File: src/rtl/lsu_pkg.sv
// lsu_pkg: shared definitions for the load/store controller.
//   - MemControl size encodings (W, HU, H, BU, B); undefined codes act as W.
//   - FSM state encoding.
//   - size_mask / size_bytes helpers used for byte-enable generation and
//     word-crossing detection.
package lsu_pkg;

    localparam logic [2:0] SZ_W  = 3'b000;
    localparam logic [2:0] SZ_HU = 3'b001;
    localparam logic [2:0] SZ_H  = 3'b010;
    localparam logic [2:0] SZ_BU = 3'b011;
    localparam logic [2:0] SZ_B  = 3'b100;

    typedef enum logic [1:0] {
        ST_IDLE = 2'd0,
        ST_ACC0 = 2'd1,
        ST_ACC1 = 2'd2,
        ST_RESP = 2'd3
    } lsu_state_t;

    // Byte-enable pattern of an access at offset 0.
    function automatic logic [3:0] size_mask(input logic [2:0] size);
        logic [3:0] mask;
        case (size)
            SZ_H, SZ_HU: mask = 4'b0011;
            SZ_B, SZ_BU: mask = 4'b0001;
            default:     mask = 4'b1111;
        endcase
        return mask;
    endfunction

    // Number of bytes touched by an access.
    function automatic logic [2:0] size_bytes(input logic [2:0] size);
        logic [2:0] n;
        case (size)
            SZ_H, SZ_HU: n = 3'd2;
            SZ_B, SZ_BU: n = 3'd1;
            default:     n = 3'd4;
        endcase
        return n;
    endfunction

endpackage

File: src/rtl/lsu_ctrl_if.sv
// lsu_ctrl_if: bundle of the request, response and memory-side signals of
// the load/store controller.
//   slave  : the controller (accepts requests, returns responses, drives memory)
//   master : its environment (core issuing requests plus the data memory,
//            which returns mem_rdata combinationally for mem_addr)
interface lsu_ctrl_if #(
    parameter int ADDR_WIDTH = 32
);
    logic                  req_valid;
    logic                  req_ready;
    logic                  req_we;
    logic [2:0]            req_size;
    logic [ADDR_WIDTH-1:0] req_addr;
    logic [31:0]           req_wdata;

    logic                  resp_valid;
    logic                  resp_ready;
    logic [31:0]           resp_rdata;
    logic                  resp_err;

    logic [ADDR_WIDTH-1:0] mem_addr;
    logic                  mem_we;
    logic [3:0]            mem_be;
    logic [31:0]           mem_wdata;
    logic [31:0]           mem_rdata;

    modport slave (
        input  req_valid, req_we, req_size, req_addr, req_wdata, resp_ready, mem_rdata,
        output req_ready, resp_valid, resp_rdata, resp_err,
               mem_addr, mem_we, mem_be, mem_wdata
    );

    modport master (
        output req_valid, req_we, req_size, req_addr, req_wdata, resp_ready, mem_rdata,
        input  req_ready, resp_valid, resp_rdata, resp_err,
               mem_addr, mem_we, mem_be, mem_wdata
    );
endinterface

File: src/rtl/lsu_load_align.sv
// lsu_load_align: combinational load-data alignment.
//   data   in  64  {hi word, lo word} as read from memory
//   off    in  2   byte offset of the access within the lo word
//   size   in  3   MemControl size code
//   result out 32  data shifted down by off, truncated to size and
//                  sign-extended (H, B) or zero-extended (HU, BU, W)
module lsu_load_align
    import lsu_pkg::*;
(
    input  logic [63:0] data,
    input  logic [1:0]  off,
    input  logic [2:0]  size,
    output logic [31:0] result
);

    logic [31:0] shifted;

    assign shifted = 32'(data >> {off, 3'b000});

    always_comb begin
        result = shifted;
        case (size)
            SZ_H:    result = {{16{shifted[15]}}, shifted[15:0]};
            SZ_HU:   result = {16'b0, shifted[15:0]};
            SZ_B:    result = {{24{shifted[7]}}, shifted[7:0]};
            SZ_BU:   result = {24'b0, shifted[7:0]};
            default: result = shifted;
        endcase
    end

endmodule

File: src/rtl/lsu_ctrl.sv
// lsu_ctrl: load/store initiator between the core and a word-organised data
// memory with byte enables.
//   clk    in  rising-edge clock
//   rst_n  in  asynchronous active-low reset
//   bus    lsu_ctrl_if.slave: req_* handshake in, resp_* handshake out,
//          mem_* word-aligned memory port (mem_rdata is combinational)
// Optional feature macro LSU_MISALIGNED_SPLIT_EN:
//   defined   - word-crossing accesses are split into two memory cycles
//   undefined - word-crossing accesses are rejected with resp_err=1 and no
//               memory cycle; misaligned but non-crossing accesses still work
//
// state   | meaning
// --------+-----------------------------------------------------------
// IDLE    | req_ready=1, waiting for a request
// ACC0    | memory cycle on the word holding the first byte
// ACC1    | memory cycle on the following word (crossing access only)
// RESP    | resp_valid=1, holding the response until resp_ready
module lsu_ctrl
    import lsu_pkg::*;
#(
    parameter int ADDR_WIDTH = 32,
    parameter int BYTE_SIZE  = 4
) (
    input  logic       clk,
    input  logic       rst_n,
    lsu_ctrl_if.slave  bus
);

`ifdef LSU_MISALIGNED_SPLIT_EN
    localparam bit SPLIT_EN = 1'b1;
`else
    localparam bit SPLIT_EN = 1'b0;
`endif

    lsu_state_t            state;
    logic                  we_q;
    logic [2:0]            size_q;
    logic [1:0]            off_q;
    logic                  cross_q;
    logic [ADDR_WIDTH-1:0] addr_hi_q;
    logic [3:0]            be_hi_q;
    logic [31:0]           wdata_hi_q;
    logic [31:0]           lo_q;
    logic                  err_q;

    logic [1:0]            req_off;
    logic [ADDR_WIDTH-1:0] req_word;
    logic [7:0]            be_wide;
    logic [63:0]           wdata_wide;
    logic                  req_cross;
    logic                  req_reject;

    logic [31:0]           align_hi;
    logic [31:0]           align_lo;
    logic [31:0]           load_result;

    assign req_off    = bus.req_addr[1:0];
    assign req_word   = {bus.req_addr[ADDR_WIDTH-1:2], 2'b00};
    // Upper nibble of the shifted mask is the ACC1 enable (mask >> (4-off)).
    assign be_wide    = {4'b0, size_mask(bus.req_size)} << req_off;
    assign wdata_wide = {32'b0, bus.req_wdata} << {req_off, 3'b000};
    assign req_cross  = ({1'b0, req_off} + size_bytes(bus.req_size)) > 3'(BYTE_SIZE);
    assign req_reject = !SPLIT_EN && req_cross;

    // The response is built on the edge leaving the last memory cycle, so the
    // word being read in that cycle comes straight from mem_rdata.
    assign align_hi = (state == ST_ACC1) ? bus.mem_rdata : 32'b0;
    assign align_lo = (state == ST_ACC0) ? bus.mem_rdata : lo_q;

    lsu_load_align u_load_align (
        .data   ({align_hi, align_lo}),
        .off    (off_q),
        .size   (size_q),
        .result (load_result)
    );

    assign bus.resp_err = SPLIT_EN ? 1'b0 : err_q;

    always_ff @(posedge clk or negedge rst_n) begin
        if (!rst_n) begin
            state          <= ST_IDLE;
            bus.req_ready  <= 1'b1;
            bus.resp_valid <= 1'b0;
            bus.resp_rdata <= '0;
            bus.mem_addr   <= '0;
            bus.mem_we     <= 1'b0;
            bus.mem_be     <= '0;
            bus.mem_wdata  <= '0;
            err_q          <= 1'b0;
            we_q           <= 1'b0;
            size_q         <= SZ_W;
            off_q          <= '0;
            cross_q        <= 1'b0;
            addr_hi_q      <= '0;
            be_hi_q        <= '0;
            wdata_hi_q     <= '0;
            lo_q           <= '0;
        end else begin
            case (state)
                ST_IDLE: begin
                    if (bus.req_valid) begin
                        bus.req_ready <= 1'b0;
                        we_q          <= bus.req_we;
                        size_q        <= bus.req_size;
                        off_q         <= req_off;
                        cross_q       <= req_cross;
                        addr_hi_q     <= req_word + ADDR_WIDTH'(BYTE_SIZE);
                        be_hi_q       <= be_wide[7:4];
                        wdata_hi_q    <= wdata_wide[63:32];
                        if (req_reject) begin
                            state          <= ST_RESP;
                            bus.resp_valid <= 1'b1;
                            bus.resp_rdata <= '0;
                            err_q          <= 1'b1;
                        end else begin
                            state         <= ST_ACC0;
                            bus.mem_addr  <= req_word;
                            bus.mem_we    <= bus.req_we;
                            bus.mem_be    <= be_wide[3:0];
                            bus.mem_wdata <= wdata_wide[31:0];
                        end
                    end
                end
                ST_ACC0: begin
                    lo_q <= bus.mem_rdata;
                    if (cross_q) begin
                        state         <= ST_ACC1;
                        bus.mem_addr  <= addr_hi_q;
                        bus.mem_be    <= be_hi_q;
                        bus.mem_wdata <= wdata_hi_q;
                    end else begin
                        state          <= ST_RESP;
                        bus.mem_we     <= 1'b0;
                        bus.mem_be     <= '0;
                        bus.resp_valid <= 1'b1;
                        bus.resp_rdata <= we_q ? 32'b0 : load_result;
                    end
                end
                ST_ACC1: begin
                    state          <= ST_RESP;
                    bus.mem_we     <= 1'b0;
                    bus.mem_be     <= '0;
                    bus.resp_valid <= 1'b1;
                    bus.resp_rdata <= we_q ? 32'b0 : load_result;
                end
                ST_RESP: begin
                    if (bus.resp_ready) begin
                        state          <= ST_IDLE;
                        bus.resp_valid <= 1'b0;
                        bus.req_ready  <= 1'b1;
                        err_q          <= 1'b0;
                    end
                end
                default: state <= ST_IDLE;
            endcase
        end
    end

endmodule
File: src/flat_wrapper.sv
// flat-port wrapper written by rule: the top's interface ports become plain ports
module lsu_ctrl_flat import lsu_pkg::*;
#(
    parameter int ADDR_WIDTH = 32,
    parameter int BYTE_SIZE  = 4
)
  (clk, rst_n, bus_req_valid, bus_req_we, bus_req_size, bus_req_addr, bus_req_wdata, bus_resp_ready, bus_mem_rdata, bus_req_ready, bus_resp_valid, bus_resp_rdata, bus_resp_err, bus_mem_addr, bus_mem_we, bus_mem_be, bus_mem_wdata);
  lsu_ctrl_if #(.ADDR_WIDTH(ADDR_WIDTH)) bus_i ();
  input  logic clk;
  input  logic rst_n;
  input wire logic [$bits(bus_i.req_valid)-1:0] bus_req_valid;
  input wire logic [$bits(bus_i.req_we)-1:0] bus_req_we;
  input wire logic [$bits(bus_i.req_size)-1:0] bus_req_size;
  input wire logic [$bits(bus_i.req_addr)-1:0] bus_req_addr;
  input wire logic [$bits(bus_i.req_wdata)-1:0] bus_req_wdata;
  input wire logic [$bits(bus_i.resp_ready)-1:0] bus_resp_ready;
  input wire logic [$bits(bus_i.mem_rdata)-1:0] bus_mem_rdata;
  output wire logic [$bits(bus_i.req_ready)-1:0] bus_req_ready;
  output wire logic [$bits(bus_i.resp_valid)-1:0] bus_resp_valid;
  output wire logic [$bits(bus_i.resp_rdata)-1:0] bus_resp_rdata;
  output wire logic [$bits(bus_i.resp_err)-1:0] bus_resp_err;
  output wire logic [$bits(bus_i.mem_addr)-1:0] bus_mem_addr;
  output wire logic [$bits(bus_i.mem_we)-1:0] bus_mem_we;
  output wire logic [$bits(bus_i.mem_be)-1:0] bus_mem_be;
  output wire logic [$bits(bus_i.mem_wdata)-1:0] bus_mem_wdata;
  assign bus_i.req_valid = bus_req_valid;
  assign bus_i.req_we = bus_req_we;
  assign bus_i.req_size = bus_req_size;
  assign bus_i.req_addr = bus_req_addr;
  assign bus_i.req_wdata = bus_req_wdata;
  assign bus_i.resp_ready = bus_resp_ready;
  assign bus_i.mem_rdata = bus_mem_rdata;
  assign bus_req_ready = bus_i.req_ready;
  assign bus_resp_valid = bus_i.resp_valid;
  assign bus_resp_rdata = bus_i.resp_rdata;
  assign bus_resp_err = bus_i.resp_err;
  assign bus_mem_addr = bus_i.mem_addr;
  assign bus_mem_we = bus_i.mem_we;
  assign bus_mem_be = bus_i.mem_be;
  assign bus_mem_wdata = bus_i.mem_wdata;
  lsu_ctrl #(.ADDR_WIDTH(ADDR_WIDTH), .BYTE_SIZE(BYTE_SIZE)) u_core (.clk(clk), .rst_n(rst_n), .bus(bus_i));
endmodule
File: config.mk
export PLATFORM = sky130hd
export DESIGN_NAME = lsu_ctrl_flat
export DESIGN_NICKNAME = d
export VERILOG_FILES = /design/src/rtl/lsu_pkg.sv /design/src/rtl/lsu_ctrl_if.sv /design/src/rtl/lsu_load_align.sv /design/src/rtl/lsu_ctrl.sv /design/src/flat_wrapper.sv
export SDC_FILE = /design/constraint.sdc
export NUM_CORES = 1
export LEC_CHECK = 0
export ABC_AREA = 0
export CORE_UTILIZATION = 53
export DETAILED_ROUTE_END_ITERATION = 7
export PLACE_DENSITY = 0.9
export RECOVER_POWER = 25
export SYNTH_ARGS = -nofsm -noshare
export SYNTH_HDL_FRONTEND = slang
export SYNTH_SLANG_ARGS = --single-unit
File: constraint.sdc
create_clock -name clk -period 4.95 [get_ports clk]
set_clock_uncertainty 0.1 [all_clocks]
set_input_delay 0.99 -clock clk [delete_from_list [all_inputs] [get_ports clk]]
set_output_delay 0.99 -clock clk [all_outputs]
set_load 0.02 [all_outputs]
Word level (Yosys, flattened, before mapping):

Cells that the tools add are included.

* flip-flop bits (word level): 213
* input port bits: 104
* output and inout bits: 104
* logic and storage cells: 95

* add/sub/neg operators: 2
* $lt $le $gt $ge: 1
* equal/unequal tests: 17
* shifts and indexed selects: 3
* muxes and demuxes: 40
* reduce and logical (&&, ||, !) cells: 15

Operators with widths (number)
* $mux 32: 12
* $pmux 32 s2: 2
* $pmux 32 s4: 1
* $pmux 32 s3: 1
* $shl 32x5->64: 1
* $shr 64x5->32: 1
* $add 32x3->32 const B: 1
* $reduce_and 4->1: 5
* $eq 3x2->1 const B: 4
* $mux 4: 3
* $pmux 4 s3: 1
* $mux 1: 10
* $ne 2x2->1 const B: 4
* $pmux 2 s4: 1
* $pmux 4 s2: 1
* $shl 4x2->8: 1
* $eq 3x1->1 const B: 2
* $eq 3x3->1 const B: 2
* $mux 2: 3
* $pmux 3 s2: 1
* $reduce_and 3->1: 2
* $eq 2x2->1 const B: 2
* $ne 2x1->1 const B: 2
* $pmux 1 s2: 2
* 10 further kinds: 13

Longest topological paths before layout:

Gate-level depths: netlist (run 1).

* depth in word-level cells: 8
* mapped depth: 13
* mapped depth without buffers: 11

By module:

A second synthesis (run 1) with hierarchy kept.

* cells, all modules: 1030
* area total of the unflattened synthesis: 11190.7 µm²

By module, submodules not included
* lsu_ctrl: times used 1, cells an instance 927, area an instance 9929.5 µm², sequential area each 5006.1 µm²
* lsu_load_align: times used 1, cells an instance 103, area an instance 1261.2 µm², sequential area each 0.0 µm²

Worst setup path after synthesis (run 1):

Ideal clock, no wire load.

* path kind: input-to-reg
* start: input port bus_req_addr[1]
* end: register u_core.bus.mem_addr[3] (netlist name)
* setup time: 0.083 ns
* data arrival time: 3.314 ns
* data required time: 4.767 ns
* slack: 1.453 ns
* stages on the path: 9
* buffers on the path: 3
* path through: clkbuf_1 clkinv_1 fa_1 xor3_1 o21ai_1 buf_2 buf_1 nand2_1 o21ai_0

* longest elaborated chain between the ends: 4

RTL lines
* from (decl): RTL line flat_wrapper.sv:14 `input wire logic [$bits(bus_i.req_addr)-1:0] bus_req_addr;`
* $add 2x3->3: RTL line lsu_ctrl.sv:62 `assign req_cross = ({1'b0, req_off} + size_bytes(bus.req_size)) > 3'(BYTE_SIZE);`
* $gt 3x3->1: RTL line lsu_ctrl.sv:62
* $ne 2x2->1 (no line)
* $reduce_and 4->1 (no line)
* to (signal assigned): RTL line lsu_ctrl.sv:117 `bus.mem_addr <= req_word;`
* to (signal assigned): RTL line lsu_ctrl.sv:128 `bus.mem_addr <= addr_hi_q;`
* to (decl): RTL line lsu_ctrl_if.sv:30 `mem_addr, mem_we, mem_be, mem_wdata`

No other way between the ends.
A chain may end at the register's enable or synchronous reset.

Worst setup path after layout (run 1):

* start: input port bus_req_size[1]
* end: register u_core.bus.resp_rdata[27]

* longest elaborated chain between the ends: 7
* elaborated cells on any way between the ends: 11
* those cells by class: add/sub: 1; order compare: 1; eq/ne: 5; mux: 1; reduce/logical: 3

RTL lines
* from (decl): RTL line flat_wrapper.sv:13 `input wire logic [$bits(bus_i.req_size)-1:0] bus_req_size;`
* $eq 3x3->1 (tied with other cells): RTL line lsu_pkg.sv:35 `case (size)`
* $reduce_or 2->1: RTL line lsu_pkg.sv:35
* $pmux 3 s2 *: RTL line lsu_pkg.sv:35
* $add 2x3->3 *: RTL line lsu_ctrl.sv:62
* $gt 3x3->1 *: RTL line lsu_ctrl.sv:62
* $ne 2x1->1 (no line) *
* $reduce_and 4->1 (no line) *
* to (signal assigned): RTL line lsu_ctrl.sv:136 `bus.resp_rdata <= we_q ? 32'b0 : load_result;`
* to (signal assigned): RTL line lsu_ctrl.sv:144 `bus.resp_rdata <= we_q ? 32'b0 : load_result;`
* to (decl): RTL line lsu_ctrl_if.sv:29 `output req_ready, resp_valid, resp_rdata, resp_err,`

Mark *: on every way between the ends. The rest lies on a longest branch, timed or not.

==> results by group, run 1 <==
Placed design
  • Port Buf Inserts: 205
  • Final Wtd Congestion: just under 0.9
  • DPL Wire Length: 20000 um
  • Post-placement setup slack: between 0.07 and 0.08 ns

Setup path
  • Worst reg2reg path depth: 8
  • CP Launch Point: bus_req_size[1]
  • CP endpoint kind: flip-flop
  • R2R Setup Slk: ~1.4 ns
  • Critical path class: in2reg
  • R2r startpoint: u_core.state[1]
  • Critical path arrival: 4.71 ns
  • Required time of the critical path: just over 5 ns
  • CP Max Fanout: 34
  • CP startpoint kind: input pin
  • R2r endpoint: u_core.bus.resp_rdata[27]

Die
  • # rows: 51
  • Die W: about 140 um
  • Core area: roughly 19000 um2
  • Die area: between 20000 and 25000 um2
  • Die height: around 140 um
  • I/O pins: between 200 and 250
  • Initial core utilization: 0.539

Clock tree
  • CTS max path bufs: 2
  • Cts hold-fix bufs: 0
  • CTS root buf: clkbuf_16
  • Clk pin slew, worst setup/hold paths: approximately 0.07 ns
  • Clk Latency, worst-skew pair: ~0.44 ns
  • H-tree Lvls: 4
  • CTS tree: built
  • Setup bufs post-CTS: 0
  • PostCTS Resize Cnt: 0
  • CTS Sinks: 200
  • TritonCTS Buffers: 17

STA
  • Rel. slew slack: -1.18
  • Post-layout min period: about 4.5 ns
  • Setup WS post-layout: approximately 0.48 ns
  • Setup-failing EPs final: 0
  • Min Hold Slack: ~0.38 ns
  • Setup TNS Final: 0 ns
  • RSZ-0062 raised after global routing: false
  • Max frequency: about 0.22 GHz
  • Slew Limit Fails: 130
  • Hold Fails Final Rpt: 0
  • Fin crit share: 0.904
  • Least-Margin Pin Slew: 3.27 ns

Outcome
  • Status: complete, but fails checks
  • Failing checks: capacitance limit, slew limit

Global route
  • GR Overflow Total: 0
  • Initial antenna violation count: 0
  • Number of global-route vias before repair: 8702
  • Largest net degree at the start of global routing: between 100 and 150
  • First-pass GRT wire length: roughly 45000 um
  • Gr usage total: 0.289

Route
  • Via density: between 5 and 6
  • ANT nets after route: 0
  • Vias: between 8000 and 9000
  • Drt pass-1 iters: 6
  • Routed length per instance: 19.1 um
  • WL final: 28500 um
  • DRC: 0
  • Initial drt markers: 710

Layout
  • Flip-flop and latch area: between 5000 and 6000 um2
  • Area grow syn2layout: 26.8%
  • Fraction of layout instances using a drive strength above 1: 0.0802
  • Ant diodes: 0
  • # nets final: approximately 1300
  • Multi-input logic area: about 5000 um2
  • Fillers: 1427

Yosys
  • Synth Instances: 1047
  • Sequential share of the synthesized area: 0.479
  • Post-synth ARST share: 1.00
  • Synth Cell Area: 10500 um2
  • Distinct cells, synth: 60
  • Synth warn: 0
  • EDFF count, synth: 0
  • Synth Area per Inst: between 9 and 10 um2
  • Post-synthesis register bit count: 200
  • Top_reg_cell synth: dfrtp_1

Min path
  • Hold path depth: 2
  • Min-delay worst type: reg2reg
  • Hold EP: u_core.bus.mem_wdata[18]
  • Hold wc startpoint: u_core.bus.mem_wdata[18]

Power
  • Power Density: 666 nW/um2
  • Lkg Pwr: between 5 and 6 nW
  • Worst vdd ir: roughly 420 uV

Job
  • Max cap viols: 1
==> state kept, by name (all words and copies together), names as in the netlist, 2 cells and up <==
name / flops
u_core.bus.mem_addr: 30
u_core.off_q: 2
u_core.wdata_hi_q: 24
u_core.state: 2
u_core.bus.mem_be: 4
u_core.size_q: 3
u_core.be_hi_q: 3
u_core.lo_q: 32
u_core.addr_hi_q: 30
u_core.bus.mem_wdata: 32
u_core.bus.resp_rdata: 32
==> cell usage in the layout (no fill, tap or decap), types with 3 or more instances in the layout <==
master,n
nor4_1,8
dfrtp_1,198
mux4_2,8
buf_4,11
mux2i_1,106
nand3_1,20
nand4_1,5
nand2b_1,4
nor2_1,56
clkdlybuf4s50_1,204
a211oi_1,15
and2_1,3
ha_1,5
xor2_1,7
inv_8,3
mux2_2,33
inv_1,31
and3_1,6
o31ai_1,19
clkbuf_16,17
o21ai_1,8
nor3_1,7
a21oi_1,25
nor2b_1,9
o21ai_0,114
o211ai_1,8
and4_1,4
a22o_1,40
inv_6,4
nand2_1,156
a22oi_1,17
xnor2_1,22
==> logic make-up (layout without fill, tap and decap cells) <==
kind of cell / Yosys count / after routing / share of synthesized area
AND/OR/NAND/NOR: 287 / 287 / 0.120
AO/OA/AOI/OAI: 263 / 263 / 0.162
flip-flops: 200 / 200 / 0.479
multiplexers: 151 / 151 / 0.159
buffers and inverters: 108 / 282 / 0.0440
XOR/XNOR: 30 / 30 / 0.0266
adder cells (fa/ha/maj): 7 / 7 / 0.00909
other: 1 / 2 / 0.000359
==> cells in the mapped netlist, types with 19 or more instances <==
master | instances | area [um2]
a21oi_1 | 25 | 125
nand3_1 | 20 | 100
clkbuf_1 | 39 | 146
inv_1 | 31 | 116
xnor2_1 | 22 | 193
mux2_2 | 33 | 372
dfrtp_1 | 199 | 4980
nand2_1 | 157 | 589
nor2_1 | 56 | 210
a22o_1 | 40 | 350
o31ai_1 | 19 | 143
o21ai_0 | 114 | 571
mux2i_1 | 106 | 1060
==> stage by stage <==
step | total power, mW | instance area, um2 | util | cells
6_report | 8.83 | 13300 | 0.683 | 1487
3_3_place_gp | 7.13 | 12700 | 0.653 | 1455
2_1_floorplan | 5.79 | 10500 | - | 1048
4_1_cts | 8.82 | 13300 | 0.684 | 1487
5_1_grt | 9.37 | 13300 | 0.683 | 1487
3_5_place_dp | 7.35 | 12700 | 0.653 | 1455
==> worst max-delay path, cell delays in order <==
cell and delay, ns:
clkdlybuf4s50_1 0.49, nor2_1 0.20, a21oi_1 0.14, inv_1 0.08
ha_1 0.15, inv_1 0.06, fa_1 0.46, nor2b_1 0.35
nor4b_1 0.16, a211oi_4 0.86, buf_4 0.46, nor2_1 0.10
a22o_1 0.19
==> power breakdown <==
part | total, mW | switching [mW] | internal (mW)
combinational | 4.57 | 2.64 | 1.93
sequential | 2.81 | 0.451 | 2.36
clock | 1.44 | 0.666 | 0.776
==> worst max path at each step <==
| stage | endpoint | slack (ns) | cells past startpoint |
|---|---|---|---|
| 2_1_floorplan | u_core.bus.mem_addr[3] | 1.45 | 9 |
| 3_3_place_gp | u_core.bus.resp_rdata[24] | 0.24 | 13 |
| 3_5_place_dp | u_core.bus.resp_rdata[27] | 0.07 | 13 |
| 4_1_cts | u_core.bus.resp_rdata[27] | 0.52 | 13 |
| 5_1_grt | u_core.bus.resp_rdata[20] | 0.20 | 13 |
| 6_report | u_core.bus.resp_rdata[27] | 0.48 | 13 |
==> area by class of cell <==
class,count,area share
Timing Repair Buffer,218,0.164
Tap cell,265,0.0250
Clock inverter,13,0.0120
Multi-Input combinational cell,740,0.379
Inverter,32,0.00906
Clock buffer,19,0.0334
Sequential cell,200,0.378
==> metal layers <==
| metal | track usage | part of all wire |
|---|---|---|
| met5 | 0 | 0 |
| met1 | 0.377 | 0.41 |
| met3 | 0.0572 | 0.079 |
| met2 | 0.467 | 0.48 |
| met4 | 0.131 | 0.038 |
No activity file was read; power rests on OpenSTA's default activity.
==> run 2: changes to the inputs <==
--- a/config.mk
+++ b/config.mk
@@ -6,9 +6,9 @@
 export NUM_CORES = 1
 export LEC_CHECK = 0
 export ABC_AREA = 0
-export CORE_UTILIZATION = 53
+export CORE_UTILIZATION = 56
 export DETAILED_ROUTE_END_ITERATION = 7
-export PLACE_DENSITY = 0.9
+export PLACE_DENSITY = 0.94
 export RECOVER_POWER = 25
 export SYNTH_ARGS = -nofsm -noshare
 export SYNTH_HDL_FRONTEND = slang
==> run 2 against run 1 <==
Against the previous run: the run ends with DRC, capacitance limit, slew limit left; non-clock buffer count increased by 2; die area decreased by 5.3%; cell area decreased by 0.95%; global-route usage increased by 1.7 points; critical path type unchanged.
==> results by group, run 2 (synthesized netlist as in run 1, its figures left out) <==
Global route
  • Largest net degree at the start of global routing: 118
  • Number of global-route vias before repair: 8889
  • Gr usage total: 0.307
  • Initial antenna violation count: 1
  • GR Overflow Total: 0
  • First-pass GRT wire length: 46600 um

Layout
  • Largest regs: u_core.bus.mem_wdata x32, u_core.bus.resp_rdata x32, u_core.lo_q x32
  • Area grow syn2layout: 25.6%
  • Flip-flop and latch area: ~5000 um2
  • Fillers: roughly 1200
  • Fraction of layout instances using a drive strength above 1: 0.0809
  • Most common cell after layout, fill and taps aside: clkdlybuf4s50_1
  • Post-route cell area: 13100 um2
  • Multi-input logic area: about 5000 um2
  • # nets final: 1322
  • Final Util: 0.724
  • Commonest cells after routing, fill and taps aside: clkdlybuf4s50_1, dfrtp_1, nand2_1

Setup path
  • Required time of the critical path: around 5.2 ns
  • Critical path arrival: ~4.3 ns
  • R2r startpoint: u_core.state[1]
  • Critical path class: in2reg
  • R2r endpoint: u_core.bus.resp_rdata[9]
  • CP max stage cell: buf_4
  • Buf/Inv on CP: 4
  • CP peak stage delay: between 0.5 and 0.6 ns
  • Worst reg2reg path depth: 7
  • CP Max Fanout: between 50 and 60
  • Cell chain of the critical path: clkdlybuf4s50_1, nor2_1, a21oi_1, inv_1, ha_1, inv_1, fa_1, nor2b_1, nor4b_1, a211oi_4, buf_4, nor2_1, a22o_1
  • CP startpoint kind: input pin
  • CP endpoint kind: flip-flop
  • R2R Setup Slk: about 1.9 ns
  • CP top delay family: buffers and inverters

Clock tree
  • CTS Sinks: 200
  • CTS tree: built
  • CTS max path bufs: 2
  • PostCTS Resize Cnt: 0
  • Clk Latency, worst-skew pair: roughly 0.44 ns
  • Setup bufs post-CTS: 0
  • TritonCTS Buffers: 17
  • CTS root buf: clkbuf_16
  • Clk pin slew, worst setup/hold paths: 0.07 ns
  • H-tree Lvls: 4
  • Cts hold-fix bufs: 0

Route
  • Routed length per instance: approximately 20 um
  • Initial drt markers: between 900 and 1000
  • Drt pass-1 iters: 8
  • Via density: 6.14
  • Vias: around 9000
  • DRC: 14
  • WL final: ~28000 um
  • ANT nets after route: 0

STA
  • Hold Fails Final Rpt: 0
  • Post-layout min period: approximately 4 ns
  • Rel. slew slack: -0.918
  • Setup TNS Final: 0 ns
  • Min Hold Slack: 0.379 ns
  • Fin crit share: 0.831
  • Max frequency: about 0.24 GHz
  • Least-Margin Pin Slew: between 2 and 3 ns
  • Slew Limit Fails: between 100 and 150
  • RSZ-0062 raised after global routing: false
  • Setup-failing EPs final: 0
  • Setup WS post-layout: about 0.84 ns

Die
  • # rows: slightly below 50
  • Initial core utilization: 0.576
  • Core area: approximately 18000 um2
  • Die area: between 15000 and 20000 um2
  • Die W: 139 um
  • I/O pins: 208
  • Die height: roughly 140 um

Power
  • Power Density: between 600 and 700 nW/um2
  • Seq pwr share: 0.322
  • Lkg Pwr: 5.63 nW
  • Combinational Power Share: 0.526
  • Worst vdd ir: 374 uV
  • Sw Pwr: between 3 and 4 mW
  • Switching share of power: 0.431
  • Clk pwr share: 0.152
  • Int Pwr: between 4 and 5 mW

Min path
  • Hold wc startpoint: u_core.bus.mem_addr[22]
  • Hold EP: u_core.bus.mem_addr[22]
  • Hold path depth: 2
  • Min-delay worst type: reg2reg

Placed design
  • Post-placement cell area: 12600 um2
  • Post-placement setup slack: 0.458 ns
  • DPL Wire Length: just under 20000 um
  • Port Buf Inserts: between 200 and 250
  • Final Wtd Congestion: ~0.93

Outcome
  • Failing checks: DRC, capacitance limit, slew limit
  • Status: complete, but fails checks

Job
  • Max cap viols: 1
-- run 2: cell types whose count changed in the layout (fill, tap and decap cells not counted), sizes merged --
cell           previous run  this run
clkinv                    4         5
clkinvlp                  1         2
bufinv                    2         0
buf                      13        15
dlygate4sd3               0         1
diode                     0         1
clkdlybuf4s50           204       202
-- run 2: power by group through the flow --
stage / registers (mW) / logic, mW / clock network, mW
after global placement: 2.77 / 4.36 / 0
after detailed placement: 2.79 / 4.52 / 0
after global routing: 2.86 / 4.94 / 1.39
after floorplan: 3.06 / 2.73 / 0
final: 2.79 / 4.55 / 1.32
after CTS: 2.78 / 4.54 / 1.32
-- run 2: layout make-up --
type,instances,area share
multi-input combinational,740,0.383
inverter,32,0.00915
timing repair buffer,220,0.164
sequential,200,0.381
antenna,1,0.000191
clock inverter,13,0.00839
tap,229,0.0218
clock buffer,18,0.0327
-- run 2: through the flow --
stage / total power, mW / cells
2_1_floorplan: 5.79 / 1048
3_3_place_gp: 7.12 / 1421
3_5_place_dp: 7.32 / 1421
4_1_cts: 8.64 / 1452
5_1_grt: 9.18 / 1453
6_report: 8.66 / 1453
-- run 2: per-layer routing --
| layer | up-vias | GRT usage | routed length (um) |
|---|---|---|---|
| met1 | 4319 | 0.390 | 11300 |
| li1 | 4052 | - | - |
| met2 | 464 | 0.498 | 13600 |
| met5 | - | 0 | 0 |
| met3 | 80 | 0.0670 | 2420 |
| met4 | 0 | 0.156 | 1210 |
-- run 2: how the worst max path moves through the flow --
| stage | startpoint | to | slack (ns) | cells after the start |
|---|---|---|---|---|
| 6_report | bus_req_size[1] | u_core.bus.resp_rdata[17] | 0.84 | 13 |
| 3_5_place_dp | bus_req_size[1] | u_core.bus.resp_rdata[17] | 0.46 | 13 |
| 2_1_floorplan | bus_req_addr[1] | u_core.bus.mem_addr[3] | 1.45 | 9 |
| 5_1_grt | bus_req_size[1] | u_core.bus.resp_rdata[17] | 0.66 | 13 |
| 3_3_place_gp | bus_req_size[2] | u_core.bus.resp_rdata[21] | 0.66 | 12 |
| 4_1_cts | bus_req_size[1] | u_core.bus.resp_rdata[17] | 0.88 | 13 |
-- run 2: tightest hold or removal path, cell delays in order (launching register included) --
cell and delay [ns]:
dfrtp_1 0.34, nand2_1 0.04, o21ai_0 0.06
==> RTL change 1 (flow settings as in run 2) <==
`ADDR_WIDTH` is set to 32 in 3 places; all go to 48.
--- a/src/rtl/lsu_ctrl_if.sv
+++ b/src/rtl/lsu_ctrl_if.sv
@@ -4,7 +4,7 @@
 //   master : its environment (core issuing requests plus the data memory,
 //            which returns mem_rdata combinationally for mem_addr)
 interface lsu_ctrl_if #(
-    parameter int ADDR_WIDTH = 32
+    parameter int ADDR_WIDTH = 48
 );
     logic                  req_valid;
     logic                  req_ready;
--- a/src/rtl/lsu_ctrl.sv
+++ b/src/rtl/lsu_ctrl.sv
@@ -18,7 +18,7 @@
 module lsu_ctrl
     import lsu_pkg::*;
 #(
-    parameter int ADDR_WIDTH = 32,
+    parameter int ADDR_WIDTH = 48,
     parameter int BYTE_SIZE  = 4
 ) (
     input  logic       clk,
--- a/src/flat_wrapper.sv
+++ b/src/flat_wrapper.sv
@@ -1,7 +1,7 @@
 // flat-port wrapper written by rule: the top's interface ports become plain ports
 module lsu_ctrl_flat import lsu_pkg::*;
 #(
-    parameter int ADDR_WIDTH = 32,
+    parameter int ADDR_WIDTH = 48,
     parameter int BYTE_SIZE  = 4
 )
   (clk, rst_n, bus_req_valid, bus_req_we, bus_req_size, bus_req_addr, bus_req_wdata, bus_resp_ready, bus_mem_rdata, bus_req_ready, bus_resp_valid, bus_resp_rdata, bus_resp_err, bus_mem_addr, bus_mem_we, bus_mem_be, bus_mem_wdata);
Interface: changed (resized bus_mem_addr and bus_req_addr); port bits go from 208 to 240. No check against the original RTL was run, so the function may have changed too.
==> RTL change 1 against run 2 <==
The run ends with max-capacitance violations, max-slew violations left. Utilization is 0.24 points higher. Sequential cell count grew 32. Total power grew 22%. Worst setup slack got worse by 0.21 ns. Final cell count is 17% higher. Sequential share of layout area down 1.6 points. Combinational power is 20% higher. Routed wire length grew 19%. Worst hold slack got worse by 0.0081 ns. Area after synthesis rose by 20%. Final area grew 21%.
==> RTL change 1: results (changes against run 2) <==
Run status
  • Status: complete, but fails checks (unchanged)
  • Failing checks: max-capacitance violations, max-slew violations (was design-rule violations, max-capacitance violations, max-slew violations)

Global routing
  • Largest net degree at the start of global routing: 127 (was 118)
  • Global-route wire length before repair: 53.6 mm (was 46.6 mm)
  • Vias in the first global route: 10,399 (was 8,889)
  • GRT Total Usage: 29.6% (was 30.7%)
  • Met1 global-route usage: 38.9% (was 39.0%)
  • Met3 GRT Util: 5.45% (was 6.70%)
  • Met2 usage: 49.0% (was 49.8%)

Clocking
  • CTS Buf Count: 25 (was 17)
  • Worst-Skew Late Latency: 0.51 ns (was 0.44 ns)
  • Htree depth: 1 (was 4)
  • Max Buffers Root-to-Sink: 3 (was 2)
  • TritonCTS Sinks: 232 (was 200)

Cells and area
  • Fill count: 1,468 (was 1,243)
  • ANT cells: 2 (was 1)
  • Multi-input gate area: 6300 um2 (was 5020 um2)
  • Layout cell share with drive strength beyond 1: 17.3% (was 8.09%)
  • ClkCell Share: 4.84% (was 4.11%)
  • Buffers outside the clock class: 262 (was 220)
  • Clkbuf count: 38 (was 18)
  • Seq. cell area: 5810 um2 (was 5010 um2)
  • Multi-input combinational cell count: 854 (was 740)
  • Nonclk inv count: 23 (was 32)
  • Fin nets: 1,525 (was 1,322)

Logic synthesis
  • Top post-synthesis cells by area: dfrtp_1 (46%), mux2_2 (12%), mux2i_1 (4.9%), nand2_1 (4.8%), o21ai_0 (3.6%) (was dfrtp_1 (48%), mux2i_1 (10%), nand2_1 (5.6%), o21ai_0 (5.5%), mux2_2 (3.6%))
  • Post-synth top cells: dfrtp_1 (231), nand2_1 (160), mux2_2 (136) (was dfrtp_1 (199), nand2_1 (157), o21ai_0 (114))
  • Yosys cell types: 57 (was 60)

Setup path
  • R2R Setup Slk: 1.65 ns (was 1.85 ns)
  • Critical Path Max Stage Delay: 0.56 ns (was 0.51 ns)
  • Worst path slowest cell: clkdlybuf4s50_1 (was buf_4)

Drt
  • Vias per inst: 6.05 (was 6.14)
  • Wl on met1: 13.6 mm (was 11.3 mm)
  • DRT Pass-1 Iters: 5 (was 8)
  • WL met3: 2.79 mm (was 2.42 mm)

Placed design
  • Routability Congestion: 0.894 (was 0.931)
  • DP HPWL: 23.9 mm (was 19.7 mm)
  • PortBufs: 237 (was 205)

Timing
  • Relative slew slack: -114% (was -91.8%)
  • Slew Viols, Final: 127 (was 118)

Pwr
  • Pleak: 6.71 nW (was 5.63 nW)
  • Peak supply drop: 0.378 mV (was 0.374 mV)

Flow run
  • Max_cap viols: 1 (unchanged)

Min path
  • Min-delay src: u_core.we_q (was u_core.bus.mem_addr[22])
-- RTL change 1: changes by cell type in the layout (fill, tap and decap cells not counted), sizes merged, moves of 14 or more --
cell,before,now
clkbuf,20,40
nor3,7,23
a22oi,17,2
o21ai,123,97
clkdlybuf4s50,202,235
nor2b,9,28
xor2,7,21
mux2i,106,61
inv,38,23
o31ai,19,3
mux2,37,156
dfrtp,199,231
-- RTL change 1: logic make-up after synthesis --
kind of cell	count (synthesis)	share of synthesized area (%)
buf+inv	104	3.75
other cells	1	0.0299
xor+xnor	48	3.36
mux	226	21.1
fa+ha+maj	7	0.759
flops	232	46.4
compound gates	217	11.1
simple gates	354	13.5
-- RTL change 1: through the flow --
| stage | instances | worst slack, ns | hold WS [ns] | instance area (um2) |
|---|---|---|---|---|
| after CTS | 1694 | 0.684 | 0.373 | 15900 |
| after global placement | 1651 | 0.370 | 0.348 | 15100 |
| after global routing | 1695 | 0.519 | 0.392 | 15900 |
| final | 1696 | 0.629 | 0.371 | 15900 |
| after floorplan | 1190 | 1.16 | 0.337 | 12500 |
| after detailed placement | 1651 | 0.239 | 0.358 | 15100 |
-- RTL change 1: report_power, final --
| part | internal (mW) | switching (mW) | total [mW] |
|---|---|---|---|
| registers | 2.76 | 0.530 | 3.29 |
| clock network | 1.06 | 0.733 | 1.80 |
| logic | 2.64 | 2.82 | 5.46 |
| total | 6.47 | 4.08 | 10.5 |
-- RTL change 1: worst paths after layout --
kind	cells past startpoint	endpoint
setup / recovery	11	u_core.bus.mem_wdata[7]
hold reg to reg	2	u_core.we_q
min in group asynchronous	1	u_core.bus.mem_wdata[14]
hold / removal	2	u_core.we_q
max in group asynchronous	1	u_core.off_q[0]
setup reg to reg	6	u_core.bus.mem_wdata[1]
==> RTL change 2 (config.mk and constraints of run 2) <==
Without the edit above. The 4 states of `lsu_state_t` get a Gray code encoding in 2 bits.
--- a/src/rtl/lsu_pkg.sv
+++ b/src/rtl/lsu_pkg.sv
@@ -12,10 +12,10 @@
     localparam logic [2:0] SZ_B  = 3'b100;
 
     typedef enum logic [1:0] {
-        ST_IDLE = 2'd0,
-        ST_ACC0 = 2'd1,
-        ST_ACC1 = 2'd2,
-        ST_RESP = 2'd3
+        ST_IDLE = 2'b00,
+        ST_ACC0 = 2'b01,
+        ST_ACC1 = 2'b11,
+        ST_RESP = 2'b10
     } lsu_state_t;
 
     // Byte-enable pattern of an access at offset 0.
Function: same outputs for any inputs over 4 cycles, from zero or initial values and one cycle with rst_n low; so few cycles prove little.
==> RTL change 2 against run 2 <==
Area after synthesis grew 2.0%. Final area up 2.2%. Largest power group unchanged. Routed wire length is 3.1% higher. Worst hold slack lost 0.0016 ns. Global-route usage shrank 0.25 points. Synthesized cell count up 4.8%. Worst setup slack worse by 0.030 ns. Sequential cell count stayed put. Sequential share of layout area is 0.82 points lower. The run ends with max-capacitance violations, max-slew violations left. Final cell count up 3.6%. Total power decreased by 4.3%. Non-clock buffer count up 1.
==> RTL change 2: results (changes against run 2) <==
Cells and area
  • Fin nets: 1,365 (was 1,322)
  • ANT cells: 0 (was 1)

Logic synthesis
  • Yosys top cell area share: 46.7% (was 47.6%)
  • Post-synthesis mux area share: 13.5% (was 15.9%)
  • Top post-synthesis cells by area: dfrtp_1 (47%), nand2_1 (7.8%), mux2_2 (4.5%), a22o_1 (4.3%), o21ai_0 (4.1%) (was dfrtp_1 (48%), mux2i_1 (10%), nand2_1 (5.6%), o21ai_0 (5.5%), mux2_2 (3.6%))
  • Adder-cell share of the synthesized area: 0.422% (was 0.909%)
  • Sequential area share after synthesis: 46.9% (was 47.9%)
  • Post-synthesis compound-gate area fraction: 16.3% (was 16.2%)
  • Post-Synth XOR/XNOR Area: 2.70% (was 2.66%)

Drt
  • Iter 0 DRT Violations: 1,047 (was 935)
  • WL met3: 2.43 mm (was 2.42 mm)
  • Met2 WL: 14.1 mm (was 13.6 mm)
  • WL final: 29.4 mm (was 28.5 mm)
  • Wl on met1: 11.8 mm (was 11.3 mm)
  • DRT Pass-1 Iters: 5 (was 8)

Timing
  • F_max: 241 MHz (was 243 MHz)
  • Worst-margin pin slew: 2.32 ns (was 2.88 ns)
  • Slew Viols, Final: 174 (was 118)

Setup path
  • Cell family contributing the most delay on the critical path: simple AND/OR/NAND/NOR gates (was buffers and inverters)
  • R2R Setup Slk: 0.81 ns (was 1.85 ns)
  • Worst path slowest cell: nand2b_1 (was buf_4)
  • Worst Setup EP: u_core.bus.resp_rdata[1] (was u_core.bus.resp_rdata[17])
  • CP arrival: 4.36 ns (was 4.34 ns)
  • Worst r2r src: u_core.state[0] (was u_core.state[1])
  • Startpoint types: register (was primary input)

Placed design
  • DP HPWL: 19.7 mm (about the same)
  • Routability Congestion: 0.919 (was 0.931)
  • Place WS: 0.437 ns (was 0.458 ns)

Min path
  • WHS Endpoint: u_core.lo_q[3] (was u_core.bus.mem_addr[22])
  • Min-delay src: u_core.lo_q[3] (was u_core.bus.mem_addr[22])

Run status
  • Status: complete, but fails checks (unchanged)
  • Failing checks: max-capacitance violations, max-slew violations (was design-rule violations, max-capacitance violations, max-slew violations)

Pwr
  • Tot Pwr: 8.29 mW (was 8.66 mW)
  • Clk pwr: 1.46 mW (was 1.32 mW)
  • Peak supply drop: 0.324 mV (was 0.374 mV)
  • Sequential power share: 34.7% (was 32.2%)
  • Switch share: 39.8% (was 43.1%)

Global routing
  • Met3 GRT Util: 5.95% (was 6.70%)
  • Vias in the first global route: 9,045 (was 8,889)
  • Met2 usage: 49.4% (was 49.8%)
  • Initial antenna violation count: 0 (was 1)
  • GRT Total Usage: 30.4% (was 30.7%)

Flow run
  • Max_cap viols: 3 (was 1)
RTL change 2: cell types whose count changed in the layout (fill, tap and decap cells not counted), sizes merged, moves of 12 or more:
cell / run 2 / this run
nand2: 157 / 223
mux2i: 106 / 43
mux2: 37 / 76
o21ai: 123 / 88
o31ai: 19 / 2
a211oi: 16 / 2
a21oi: 25 / 38
a22o: 40 / 52
RTL change 2: cell type report:
class,instances,area (um2)
Clock buffer,18,439
Clock inverter,14,171
Fill cell,1237,5290
Inverter,32,120
Multi-Input combinational cell,786,5200
Sequential cell,200,5010
Tap cell,234,293
Timing Repair Buffer,221,2190
RTL change 2: stage by stage:
step	hold WS, ns	instance area, um2	utilization (%)	instances
2_1_floorplan	0.336	10700	-	1098
3_3_place_gp	0.356	12800	68.7	1473
3_5_place_dp	0.361	12800	68.7	1473
4_1_cts	0.378	13500	71.9	1505
5_1_grt	0.398	13400	71.7	1505
6_report	0.378	13400	71.7	1505
